<file path="config.mk">
export PLATFORM = sky130hd
export DESIGN_NAME = delay_line_ctrl
export DESIGN_NICKNAME = d
export VERILOG_FILES = /design/src/rtl/delay_line_ctrl.sv
export SDC_FILE = /design/constraint.sdc
export NUM_CORES = 1
export LEC_CHECK = 0
export BUFFER_PORTS_ARGS = -buffer_cell sky130_fd_sc_hd__buf_2
export CAP_MARGIN = 20
export CORE_ASPECT_RATIO = 0.75
export CORE_MARGIN = 2
export CORE_UTILIZATION = 30
export DETAILED_ROUTE_END_ITERATION = 10
export SYNTH_ARGS = -nofsm -noshare
export SYNTH_HDL_FRONTEND = slang
export SYNTH_SLANG_ARGS = --single-unit
</file>
<file path="constraint.sdc">
create_clock -name i_clk -period 6.15 [get_ports i_clk]
set_input_delay 1.23 -clock i_clk [delete_from_list [all_inputs] [get_ports i_clk]]
set_output_delay 1.23 -clock i_clk [all_outputs]
set_load 0.03 [all_outputs]
</file>
<file path="src/rtl/delay_line_ctrl.sv">
// delay_line_ctrl: sequences an external, reset-less synchronous FIFO as a
// programmable N-sample delay line. The FIFO's stale contents are flushed
// after reset. Growth of the delay inserts zero samples. Shrinking the delay
// discards the oldest entries in idle cycles.
module delay_line_ctrl #(
   parameter  int unsigned WIDTH = 8,
   parameter  int unsigned DEPTH = 10,
   localparam int unsigned DW    = $clog2(DEPTH),
   localparam int unsigned LW    = $clog2(DEPTH + 1)
) (
   input  logic             i_clk,
   input  logic             i_rst,
   input  logic [DW-1:0]    i_delay_samples,
   input  logic [WIDTH-1:0] i_sample_in,
   input  logic             i_sample_in_valid,
   output logic [WIDTH-1:0] o_sample_out,
   output logic             o_sample_out_valid,
   output logic             o_ready,
   output logic             o_dropped,
   output logic [LW-1:0]    o_level,
   output logic [WIDTH-1:0] o_fifo_data_in,
   output logic             o_fifo_wr_en,
   output logic             o_fifo_rd_en,
   input  logic [WIDTH-1:0] i_fifo_data_out,
   input  logic             i_fifo_empty,
   input  logic             i_fifo_full
);

   typedef enum logic [1:0] {StFlush, StFill, StRun, StShrink} state_e;

   state_e           r_state;
   logic [LW-1:0]    r_level;
   logic [DW-1:0]    r_target;
   logic             r_ready;
   logic             r_dropped;
   logic             r_p1_valid;   // read-type tag, stage 1: an output is owed next cycle
   logic             r_p1_data;    // owed output comes from FIFO data (else it is a zero)
   logic [WIDTH-1:0] r_sample_out;
   logic             r_sample_out_valid;

   logic [DW-1:0]    w_target_nxt;
   logic [LW-1:0]    w_level_nxt;
   state_e           w_state_nxt;
   logic             w_active;
   logic             w_wr_en;
   logic             w_rd_data;
   logic             w_rd_discard;
   logic             w_rd_flush;
   logic             w_unused_full;

   // The full flag is never expected to assert: level stays below DEPTH.
   assign w_unused_full = i_fifo_full;

   assign w_active     = !i_rst && (r_state != StFlush);
   assign w_wr_en      = w_active && i_sample_in_valid;
   assign w_rd_data    = w_wr_en && ((r_state == StRun) || (r_state == StShrink));
   // A strobe takes priority over a shrink discard in the same cycle.
   assign w_rd_discard = w_active && !i_sample_in_valid && (r_state == StShrink);
   assign w_rd_flush   = !i_rst && (r_state == StFlush) && !i_fifo_empty;

   assign o_fifo_data_in     = i_sample_in;
   assign o_fifo_wr_en       = w_wr_en;
   assign o_fifo_rd_en       = w_rd_data || w_rd_discard || w_rd_flush;
   assign o_sample_out       = r_sample_out;
   assign o_sample_out_valid = r_sample_out_valid;
   assign o_ready            = r_ready;
   assign o_dropped          = r_dropped;
   assign o_level            = r_level;

   // Clamp the requested delay into the legal range 1..DEPTH-1.
   always_comb begin
      w_target_nxt = i_delay_samples;
      if (i_delay_samples == '0) begin
         w_target_nxt = DW'(1);
      end else if (32'(i_delay_samples) > DEPTH - 1) begin
         w_target_nxt = DW'(DEPTH - 1);
      end
   end

   // Next level from this cycle's FIFO traffic; next state from next level vs next target,
   // so the state always reflects the level/target relation seen in the following cycle.
   always_comb begin
      w_level_nxt = r_level;
      if (w_wr_en && (r_state == StFill)) begin
         w_level_nxt = r_level + LW'(1);
      end else if (w_rd_discard) begin
         w_level_nxt = r_level - LW'(1);
      end
      if (32'(w_level_nxt) < 32'(w_target_nxt)) begin
         w_state_nxt = StFill;
      end else if (32'(w_level_nxt) == 32'(w_target_nxt)) begin
         w_state_nxt = StRun;
      end else begin
         w_state_nxt = StShrink;
      end
   end

   // Controller FSM with registered outputs and the two-stage output pipeline.
   always_ff @(posedge i_clk or posedge i_rst) begin
      if (i_rst) begin
         r_state            <= StFlush;
         r_level            <= '0;
         r_target           <= DW'(1);
         r_ready            <= 1'b0;
         r_dropped          <= 1'b0;
         r_p1_valid         <= 1'b0;
         r_p1_data          <= 1'b0;
         r_sample_out       <= '0;
         r_sample_out_valid <= 1'b0;
      end else begin
         r_target           <= w_target_nxt;
         r_p1_valid         <= w_wr_en;
         r_p1_data          <= w_rd_data;
         r_sample_out_valid <= r_p1_valid;
         if (r_p1_valid) begin
            r_sample_out <= r_p1_data ? i_fifo_data_out : '0;
         end
         unique case (r_state)
            StFlush: begin
               if (i_sample_in_valid) begin
                  r_dropped <= 1'b1;
               end
               if (i_fifo_empty) begin
                  r_state <= StFill;
                  r_level <= '0;
                  r_ready <= 1'b1;
               end
            end
            StFill, StRun, StShrink: begin
               r_level <= w_level_nxt;
               r_state <= w_state_nxt;
            end
            default: r_state <= StFlush;
         endcase
      end
   end

endmodule

</file>
==> reports/qor.tcl <==
set qor(run_status) {finished clean}
set qor(grt_max_degree) 21
set qor(fraction_of_power_consumed_by_sequential_logic_pct) 36.8
set qor(count_of_nets_after_finishing) 169
set qor(cellPowerDensity_mw_per_mm2) 423.9
set qor(setup_repair_after_global_routing_missed_its_margin) {false}
set qor(drc_marker_count_from_the_first_detailed_route_iteration) 18
set qor(post_dp_hpwl_um) 1607
set qor(filler_cell_count) 343
set qor(postSynth.asyncResetShare_pct) 100.0
set qor(grt_pass1_vias) 752
set qor(place_worst_setup_slack_ns) 2.918
set qor(layout_common_cells) {sky130_fd_sc_hd__buf_2 (32), sky130_fd_sc_hd__dfrtp_1 (19), sky130_fd_sc_hd__inv_1 (12), sky130_fd_sc_hd__nand2_1 (12), sky130_fd_sc_hd__o21ai_0 (10)}
set qor(place_congestion) 0.7167
set qor(layout_worst_path_cycle_share_pct) 52.41
set qor(power.clock.fraction_pct) 15.8
set qor(synth.ff_latch_count) 19
set qor(layout.cell_area.non_filler_mm2) 0.001254
set qor(grt_use_met2_pct) 15.97
set qor(period_needed_ns) 3.223
set qor(diodes) 0
set qor(critPathLaunchType) {primary input}
set qor(synthCells) 110
set qor(clkSlewWorstSetupHoldPaths_ns) 0.07
set qor(report.power.total_w) 0.0005314
set qor(placement.cell_area_mm2) 0.001207
set qor(maxClockFrequency_mhz) 310.2
set qor(ant_nets) 0
set qor(setup_slack_ns) 2.927
set qor(cts_inserted_buffers) 3
set qor(total_wirelength_um) 2057
set qor(track_usage_pct) 9.864
set qor(vdd.ir_drop.worst_uv) 163.2
set qor(clock_tree_from_tritoncts) {done}
set qor(overflow) 0
set qor(vias) 817
set qor(floorplan.core_area_mm2) 0.003333
set qor(buf_inv_stages_crit_path) 2
set qor(timing.setup.critical_path_class) {primary input to output port}
set qor(final-max-slew-violation-count) 0
set qor(design.die.area_mm2) 0.004034
set qor(route.detailed.drc) 0
set qor(worst-endpoint-arrival_ns) 1.99
set qor(synthesis.nets) 141
set qor(vias_per_cell) 4.616
set qor(finalSetupViolations) 0
set qor(fp-row-count) 18
set qor(final_layout_size_suffix_gt1_share_pct) 32.12
set qor(edff_count_synth) 0
set qor(hold_violations) 0
set qor(die_x_um) 72.67
set qor(tns_ns) 0
set qor(critical_path.top_delay_family) {simple AND/OR/NAND/NOR gates}
set qor(cts_repair_resized_insts) 0
set qor(hold_class) {flop to flop}
set qor(grt_pass1_wl_um) 3194
set qor(drtPass1Iterations) 4
set qor(io-pin-count) 50
set qor(post_synth_instance_area_mm2) 0.001061
set qor(cts_htree_levels) 1
set qor(post_cts_hold_buffer_count) 0
set qor(crit_path_max_fanout) 4
set qor(worst_slew_margin_rel_pct) 51.20
set qor(finClkSkew_ns) 0.003033
set qor(leading_cell_type_in_the_layout_fill_and_taps_excluded) {sky130_fd_sc_hd__buf_2}
set qor(synth_sequential_area_ratio_pct) 44.81
set qor(cts-root-buf) {sky130_fd_sc_hd__clkbuf_8}
set qor(clkSinkCount) 19
set qor(cap_violations) 0
set qor(clkLatencyLatePin_ns) 0.25
set qor(cts_buffer_depth) 2
set qor(p_sw_share_pct) 41.85
set qor(tightestPinTransition_ns) 0.7312
set qor(yosysWarnings) 0
set qor(yosys_most_used_dff) {sky130_fd_sc_hd__dfrtp_1}
set qor(numPortBuffers) 32
set qor(leakage_nw) 0.6169
set qor(detail_route.wl_per_cell_um) 11.62
set qor(grt-busiest-layer) {met2}
set qor(critical_path.max_stage_delay_ns) 0.26
set qor(synthesis.area_per_instance_um2) 9.646
set qor(synth_cell_type_count) 35
set qor(cp_cell_sequence) {buf_2, nor3_1, nor2_1, nor2_1, buf_2}
set qor(switchingPower_w) 0.0002224
set qor(antenna_violations_before_repair) 0
set qor(intPower_w) 0.0003091
set qor(critPathSlowestCell) {sky130_fd_sc_hd__nor3_1}
set qor(regToRegSetupSlack_ns) 3.90
set qor(grt_util_met3_pct) 4.015
set qor(met1_usage_pct) 12.39
set qor(crit_path_end_kind) {output port}
set qor(die_y_um) 55.51
set qor(area.growth.synth_to_final_pct) 18.16
set qor(cp.required_ns) 4.92
set qor(cts_setup_buffers) 0
set qor(initial_core_utilization_pct) 31.83
set qor(power.share.combinational_pct) 47.4
==> power by group through the flow <==
stage               clock network, W  registers (W)  logic [W]
floorplan                          0       0.000241   0.000150
global placement                   0       0.000196   0.000247
detailed placement                 0       0.000198   0.000253
CTS                        0.0000884       0.000196   0.000255
global route               0.0000956       0.000200   0.000280
finish                     0.0000839       0.000196   0.000252
==> synth_stat cells (2+ instances only) <==
| cell | count | area share, % |
|---|---|---|
| sky130_fd_sc_hd__nor2b_1 | 3 | 1.8 |
| sky130_fd_sc_hd__nor2_1 | 5 | 1.8 |
| sky130_fd_sc_hd__or3b_2 | 2 | 1.7 |
| sky130_fd_sc_hd__o21ai_0 | 10 | 4.7 |
| sky130_fd_sc_hd__xor2_1 | 2 | 1.7 |
| sky130_fd_sc_hd__mux2_2 | 2 | 2.1 |
| sky130_fd_sc_hd__ha_1 | 6 | 7.1 |
| sky130_fd_sc_hd__a21oi_1 | 2 | 0.94 |
| sky130_fd_sc_hd__nor3_1 | 2 | 0.94 |
| sky130_fd_sc_hd__buf_4 | 8 | 5.7 |
| sky130_fd_sc_hd__o21ai_1 | 2 | 0.94 |
| sky130_fd_sc_hd__dfrtp_1 | 19 | 45 |
| sky130_fd_sc_hd__nand2_1 | 12 | 4.2 |
| sky130_fd_sc_hd__inv_1 | 12 | 4.2 |
| sky130_fd_sc_hd__a21o_1 | 2 | 1.4 |
| sky130_fd_sc_hd__nand3b_1 | 2 | 1.4 |
==> logic make-up (layout without fill, tap and decap cells) <==
logic type / Yosys count / count (layout) / synth area share (%)
buf+inv: 21 / 48 / 10.26
flops: 19 / 19 / 44.81
compound gates: 22 / 22 / 12.85
fa+ha+maj: 6 / 6 / 7.075
xor+xnor: 3 / 3 / 2.477
simple gates: 35 / 35 / 18.04
mux: 4 / 4 / 4.481
==> cell type report <==
type / instances / area (um2) / area share [%]
Sequential cell: 19 / 475.5 / 37.92
Clock inverter: 1 / 5.005 / 0.3992
Clock buffer: 3 / 41.29 / 3.293
Multi-Input combinational cell: 70 / 476.7 / 38.02
Tap cell: 40 / 50.05 / 3.992
Inverter: 12 / 45.04 / 3.593
Timing Repair Buffer: 32 / 160.2 / 12.77
==> final timing paths <==
kind                              startpoint      endpoint  cells past startpoint
worst min-delay path               o_dropped     o_dropped                      1
max in group asynchronous              i_rst    o_level[0]                      2
worst max register to register    o_level[0]    r_state[1]                      7
worst max-delay path            i_fifo_empty  o_fifo_rd_en                      5
worst min register to register     o_dropped     o_dropped                      1
min in group asynchronous              i_rst    o_level[3]                      2
==> per-stage QoR <==
| step | hold slack, ns | std cells | util, % |
|---|---|---|---|
| after floorplan | 0.4628 | 110 | - |
| after global placement | 0.4387 | 173 | 36.22 |
| after detailed placement | 0.4470 | 173 | 36.22 |
| after CTS | 0.4630 | 177 | 37.61 |
| after global routing | 0.4989 | 177 | 37.61 |
| final | 0.4624 | 177 | 37.61 |
==> registers in the layout, indices dropped and copies added, names as in the netlist <==
| register | count |
|---|---|
| r_state | 2 |
| o_ready | 1 |
| o_sample_out_valid | 1 |
| o_dropped | 1 |
| o_level | 4 |
| r_p1_data | 1 |
| r_p1_valid | 1 |
| o_sample_out | 8 |
==> metal layers <==
metal | routed length (um) | vias up | share of wire [%]
met5 | 0 | - | 0
met4 | 4 | 0 | 0.19
met3 | 160 | 2 | 7.8
met2 | 867 | 32 | 42
met1 | 1025 | 371 | 50
li1 | - | 412 | -
Note: power is estimated with default switching activity, not from simulation.
